<file path="src/rtl/suma_serial.sv">
// suma_serial: bit-serial two-operand adder built around a single full-adder cell.
// Operands are shifted out LSB first, one bit per clock, and the sum is
// assembled from the MSB end. A three-state FSM (IDLE/RUN/DONE) sequences
// each addition. The result, carry and overflow registers only change on the
// edge that completes an addition.
module suma_serial #(
  parameter int N = 4
) (
  input  logic         clk,
  input  logic         rst_n,
  input  logic         start,
  input  logic [N-1:0] A_num,
  input  logic [N-1:0] B_num,
  output logic         busy,
  output logic         done,
  output logic [N-1:0] result,
  output logic         carry,
  output logic         overflow
);

  localparam int CW = $clog2(N);
  localparam logic [CW-1:0] LAST_BIT = CW'(N - 1);

  typedef enum logic [1:0] {
    IDLE = 2'd0,
    RUN  = 2'd1,
    DONE = 2'd2
  } state_t;

  state_t        state;
  logic [N-1:0]  a_sh;
  logic [N-1:0]  b_sh;
  logic [N-1:0]  sum_sh;
  logic [CW-1:0] cnt;
  logic          c_ff;

  logic          fa_a;
  logic          fa_b;
  logic          fa_s;
  logic          fa_co;
  logic [N-1:0]  sum_next;

  // The full-adder cell works on the current LSB of each operand shift
  // register, which is the operand bit at index cnt.
  assign fa_a     = a_sh[0];
  assign fa_b     = b_sh[0];
  assign fa_s     = fa_a ^ fa_b ^ c_ff;
  assign fa_co    = (fa_a & fa_b) | (fa_a & c_ff) | (fa_b & c_ff);
  // The sum register after this bit is shifted in; on the last bit this is
  // the completed sum, so it can be copied to result in the same edge.
  assign sum_next = {fa_s, sum_sh[N-1:1]};

  // Status flags are pure decodes of the state register.
  assign busy = (state == RUN);
  assign done = (state == DONE);

  // Sequencer, datapath shift registers and output registers.
  // NOTE: every register here, including the output registers, is cleared by
  // the asynchronous reset so an aborted addition leaves no partial result.
  always_ff @(posedge clk or negedge rst_n) begin
    if (!rst_n) begin
      state    <= IDLE;
      a_sh     <= '0;
      b_sh     <= '0;
      sum_sh   <= '0;
      cnt      <= '0;
      c_ff     <= 1'b0;
      result   <= '0;
      carry    <= 1'b0;
      overflow <= 1'b0;
    end else begin
      // NOTE: non-blocking assignments so every register samples the values
      // from before this edge, independent of statement order.
      case (state)
        IDLE: begin
          if (start) begin
            a_sh   <= A_num;
            b_sh   <= B_num;
            sum_sh <= '0;
            cnt    <= '0;
            c_ff   <= 1'b0;
            state  <= RUN;
          end
        end

        RUN: begin
          a_sh   <= a_sh >> 1;
          b_sh   <= b_sh >> 1;
          sum_sh <= sum_next;
          c_ff   <= fa_co;
          cnt    <= cnt + CW'(1);
          if (cnt == LAST_BIT) begin
            // c_ff still holds the carry into bit N-1 on this edge.
            result   <= sum_next;
            carry    <= fa_co;
            overflow <= c_ff ^ fa_co;
            state    <= DONE;
          end
        end

        DONE: begin
          if (start) begin
            a_sh   <= A_num;
            b_sh   <= B_num;
            sum_sh <= '0;
            cnt    <= '0;
            c_ff   <= 1'b0;
            state  <= RUN;
          end else begin
            state <= IDLE;
          end
        end

        default: state <= IDLE;
      endcase
    end
  end

endmodule
</file>
<file path="config.mk">
export PLATFORM = sky130hd
export DESIGN_NAME = suma_serial
export DESIGN_NICKNAME = d
export VERILOG_FILES = /design/src/rtl/suma_serial.sv
export SDC_FILE = /design/constraint.sdc
export NUM_CORES = 1
export LEC_CHECK = 0
export BUFFER_PORTS_ARGS = -buffer_cell sky130_fd_sc_hd__buf_2
export CORE_MARGIN = 2
export CORE_UTILIZATION = 29
export CTS_CLUSTER_DIAMETER = 100
export DETAILED_ROUTE_END_ITERATION = 7
export PLACE_DENSITY = 0.44
export REMOVE_ABC_BUFFERS = 1
export SYNTH_ARGS = -nofsm -noshare
export SYNTH_HDL_FRONTEND = slang
export SYNTH_SLANG_ARGS = --single-unit
</file>
<file path="constraint.sdc">
create_clock -name clk -period 1.5 [get_ports clk]
set_clock_uncertainty 0.05 [all_clocks]
set_input_delay 0.075 -clock clk [delete_from_list [all_inputs] [get_ports clk]]
set_output_delay 0.075 -clock clk [all_outputs]
set_load 0.01 [all_outputs]
</file>
### Word-level counts from Yosys, hierarchy flattened

Cells that the tools add are included.

* logic and storage cells: 44
* bits in registers: 23

* mux-type cells: 14
* reduce and logical (&&, ||, !) cells: 6
* equal/unequal tests: 6
* add/subtract/negate cells: 1
* bitwise gates (word level): 8

Operators by type and width (number)
* 4-bit case mux with 2 select lines: 3
* 4-bit two-way mux: 3
* 2-bit two-way mux: 3
* 2-bit case mux with 3 select lines: 1
* 2-bit AND reduction: 3
* 2-bit equality test, second input constant: 2
* 2-bit by 1-bit != test with 1-bit output, second input constant: 2
* 2-bit case mux with 2 select lines: 1
* 1-bit AND: 3
* 1-bit bitwise XOR: 3
* 2-bit by 1-bit adder with 2-bit output, second input constant: 1
* 2-bit by 1-bit equality test with 1-bit output, second input constant: 1
* 2-bit zero test: 1
* 1-bit two-way mux: 2
* 2-bit != test, second input constant: 1
* 1-bit OR: 2
* 1-bit case mux with 2 select lines: 1
* 2-bit nonzero test: 1
* 2-bit OR reduction: 1

### Longest topological paths before layout

* depth after elaboration: 4
* gate-level depth with buffers: 4
* gate-level depth less buffers: 4

### Least setup slack after synthesis

No wires, ideal clock.

* path kind: register to register
* from: register a_sh[0]
* to: register overflow
* stages on the path, launching flop included: 5
* period minus slack after synthesis: 1.425 ns
* slack: 0.075 ns
* arrival: 1.248 ns
* cells stage by stage: dfrtp_1 inv_1 fa_1 xnor2_1 mux2_1

* word-level cells in the longest chain between the ends: 4

Ends and longest elaborated chain
* from (decl): RTL line 31 `logic [N-1:0] a_sh;`
* from (signal assigned): RTL line 77 `a_sh <= A_num;`
* from (signal assigned): RTL line 87 `a_sh <= a_sh >> 1;`
* from (signal assigned): RTL line 103 `a_sh <= A_num;`
* 1-bit AND: RTL line 48 `assign fa_co = (fa_a & fa_b) | (fa_a & c_ff) | (fa_b & c_ff);`
* 1-bit OR * (2 in a row): RTL line 48
* 1-bit bitwise XOR *: RTL line 96 `overflow <= c_ff ^ fa_co;`
* to (signal assigned): RTL line 96
* to (decl): RTL line 18 `output logic overflow`

Mark *: on every way between the ends. The rest lies on a longest branch, timed or not.
A chain may end at the register's enable or synchronous reset.

### Worst setup path in the final report

Same ends and word-level chain as after synthesis.

==> results.toml <==
[critical_path]
cp-start-kind = "flop"
cp-endpoint = "overflow"
cp-startpoint = "a_sh[0]"
worstReg2RegEnd = "overflow"
crit_type = "flop to flop"
r2r_slack_ns = 0.08
path_max_fanout = 2
arrival_ns = 1.53
rr_startpoint = "a_sh[0]"
ff2ff_path_depth = 4
cp.required_ns = 1.61
cp-end-kind = "flop"

[clocking]
cts.sinks = 22
clock_path_buffers = 2
numCtsBuffers = 3
cts_tree = "done"
htree_levels = 1
clockRootBuffer = "clkbuf_8"
clk_pin_slew_ns = 0.09
clk_latency_ns = 0.27

[synth]
syn_inst = 88
synth-seq-cells = 22
avgSynthCellArea_um2 = 12.91
yosysTopAreaCellShare = 0.4846
yosys.area.top_type = "dfrtp_1"
syn-cell-area_um2 = 1136
synthTopCellsByArea = "dfrtp_1 (48%), mux2i_1 (21%), mux2_1 (4.0%), nand2b_1 (2.8%), mux2_4 (2.6%)"
seq_area_frac_synth = 0.4846
synthDistinctLibCells = 22
yosysWarnings = 0

[global_routing]
grt_util_met2 = 0.1813
grt_pass1_wl_mm = 3.698
grt_use_total = 0.1151
busiest_layer = "met2"
overflow = 0
grt_pass1_vias = 773
grt_max_degree = 23
antenna_found_initial = 0
use_met3 = 0.03547
use_met1 = 0.1462

[job]
cap_violations = 0

[cells_and_area]
drive_above_1_share = 0.3097
postLayoutCoreUtil = 0.3721
finish.instance_area_um2 = 1383
fin_nets = 127
area_growth_syn_to_layout_pct = 21.70
stdcell_count = 161
diodes = 0

[sta]
timing.final.crit_share = 0.9468
slew_headroom = 0.6612
hold_slack_ns = 0.04642
setup_violations = 0
postLayoutSetupSlackWorst_ns = 0.07973
tightestPinTransition_ns = 0.5082
fin_crit_ns = 1.420
fmax_mhz = 704.1
final_hold_viol_count = 0
rsz0062_at_grt = "no"
fin_tns_setup_ns = 0
drv_slew = 0

[power]
switching_share = 0.3279
ir_worst_vdd_mv = 0.7251
p_seq_frac = 0.378
power_frac_comb = 0.421
total_power_mw = 2.792
p_leak_nw = 0.7018
p_int_mw = 1.877
p_sw_uw = 915.7
p_per_area_nw_per_um2 = 2020
p_clk_frac = 0.201

[drt]
drt_wl_total_mm = 2.125
drcViolationCount = 0
drt_iter0_drc = 19
vias_per_cell = 4.609
route.detailed.wl_per_inst_um = 13.20
firstDrtPassIters = 2
route.vias.total = 742
drtAntennaViolNets = 0

[die]
dieArea_um2 = 4434
fp.dieW_um = 66.59
fp.coreArea_um2 = 3716
row_count = 22
start_util = 0.3057
die_h_um = 66.59
io_pins = 19

[placed_design]
dp_slack_ns = 0.07253
placed_area_um2 = 1289
dp.cells = 155
portBuffers = 18
gp_congestion = 0.6973
post-dp-hpwl_mm = 1.425

[hold_path]
hp-class = "primary input to flop"

[status]
outcome = "finished clean"
==> cells in the mapped netlist <==
| master | number |
|---|---|
| mux2i_1 | 24 |
| dfrtp_1 | 22 |
| inv_1 | 6 |
| nand2b_1 | 5 |
| mux2_1 | 4 |
| a22o_1 | 3 |
| buf_4 | 2 |
| buf_6 | 2 |
| mux2_4 | 2 |
| nand3_1 | 2 |
| nor2_1 | 2 |
| nor2b_1 | 2 |
| o21ai_0 | 2 |
| xnor2_1 | 2 |
| a31o_2 | 1 |
| a32o_1 | 1 |
| buf_2 | 1 |
| fa_1 | 1 |
| ha_1 | 1 |
| mux2_2 | 1 |
| nand3b_4 | 1 |
| nor3b_1 | 1 |
==> cell families after synthesis <==
group,Yosys count,synth area share
xor+xnor,2,0.01542
buf+inv,11,0.05726
simple gates,13,0.07820
mux,31,0.2874
compound gates,7,0.04846
flops,22,0.4846
fa+ha+maj,2,0.02863
==> area by class of cell <==
| type | instances | area [um^2] |
|---|---|---|
| Multi-Input combinational cell | 55 | 520.5 |
| Tap cell | 48 | 60.06 |
| Fill cell | 367 | 2333 |
| Clock inverter | 1 | 30.03 |
| Sequential cell | 22 | 551.8 |
| Clock buffer | 3 | 41.29 |
| Timing Repair Buffer | 26 | 156.4 |
| Inverter | 6 | 22.52 |
==> power groups by stage <==
stage                     Clock (mW)  Combinational [mW]  Sequential [mW]
after floorplan                    0               0.713             1.13
after global placement             0                1.15             1.06
after CTS                      0.585                1.18             1.06
after detailed placement           0                1.17             1.07
final                          0.562                1.18             1.05
after global routing           0.605                1.32             1.10
==> registers in the layout (all words and copies together), names as in the netlist <==
signal / cells
state: 2
result: 4
a_sh: 4
c_ff: 1
carry: 1
cnt: 2
overflow: 1
b_sh: 4
sum_sh: 3
==> cell usage in the layout, fill, tap and decap left out, drive strengths merged <==
master	synthesis	routed
a22o	3	3
a31o	1	1
a32o	1	1
buf	5	25
bufinv	0	1
clkbuf	0	3
dfrtp	22	22
dlygate4sd3	0	1
fa	1	1
ha	1	1
inv	6	6
mux2	7	7
mux2i	24	24
nand2b	5	5
nand3	2	2
nand3b	1	1
nor2	2	2
nor2b	2	2
nor3b	1	1
o21ai	2	2
xnor2	2	2
==> routing by layer <==
| layer | wire [um] | part of all wire | vias to the layer above |
|---|---|---|---|
| li1 | - | - | 356 |
| met1 | 1026 | 0.48 | 366 |
| met2 | 968 | 0.46 | 16 |
| met3 | 93 | 0.044 | 4 |
| met4 | 36 | 0.017 | 0 |
| met5 | 0 | 0 | - |
==> critical path, stage by stage (launching register included) <==
cell and delay (ns):
dfrtp_1 0.35, inv_1 0.06, fa_1 0.45, xnor2_1 0.14, mux2_1 0.27
==> what timing repair did <==
action	in CTS	in global routing
pin swaps	0	0
setup endpoints to repair	1	2
hold buffers	1	0
gates resized for setup	1	1
hold endpoints to repair	22	0
buffers inserted	0	1
==> how the worst min path moves through the flow <==
| stage | start | to | slack (ns) | cells after the start |
|---|---|---|---|---|
| 2_1_floorplan | rst_n | a_sh[0] | -0.27 | 0 |
| 3_3_place_gp | rst_n | result[0] | 0.04 | 1 |
| 3_5_place_dp | rst_n | result[0] | 0.04 | 1 |
| 4_1_cts | A_num[2] | a_sh[2] | 0.04 | 3 |
| 5_1_grt | A_num[2] | a_sh[2] | 0.06 | 3 |
| 6_report | A_num[2] | a_sh[2] | 0.05 | 3 |
No activity file was read; power rests on OpenSTA's default activity.
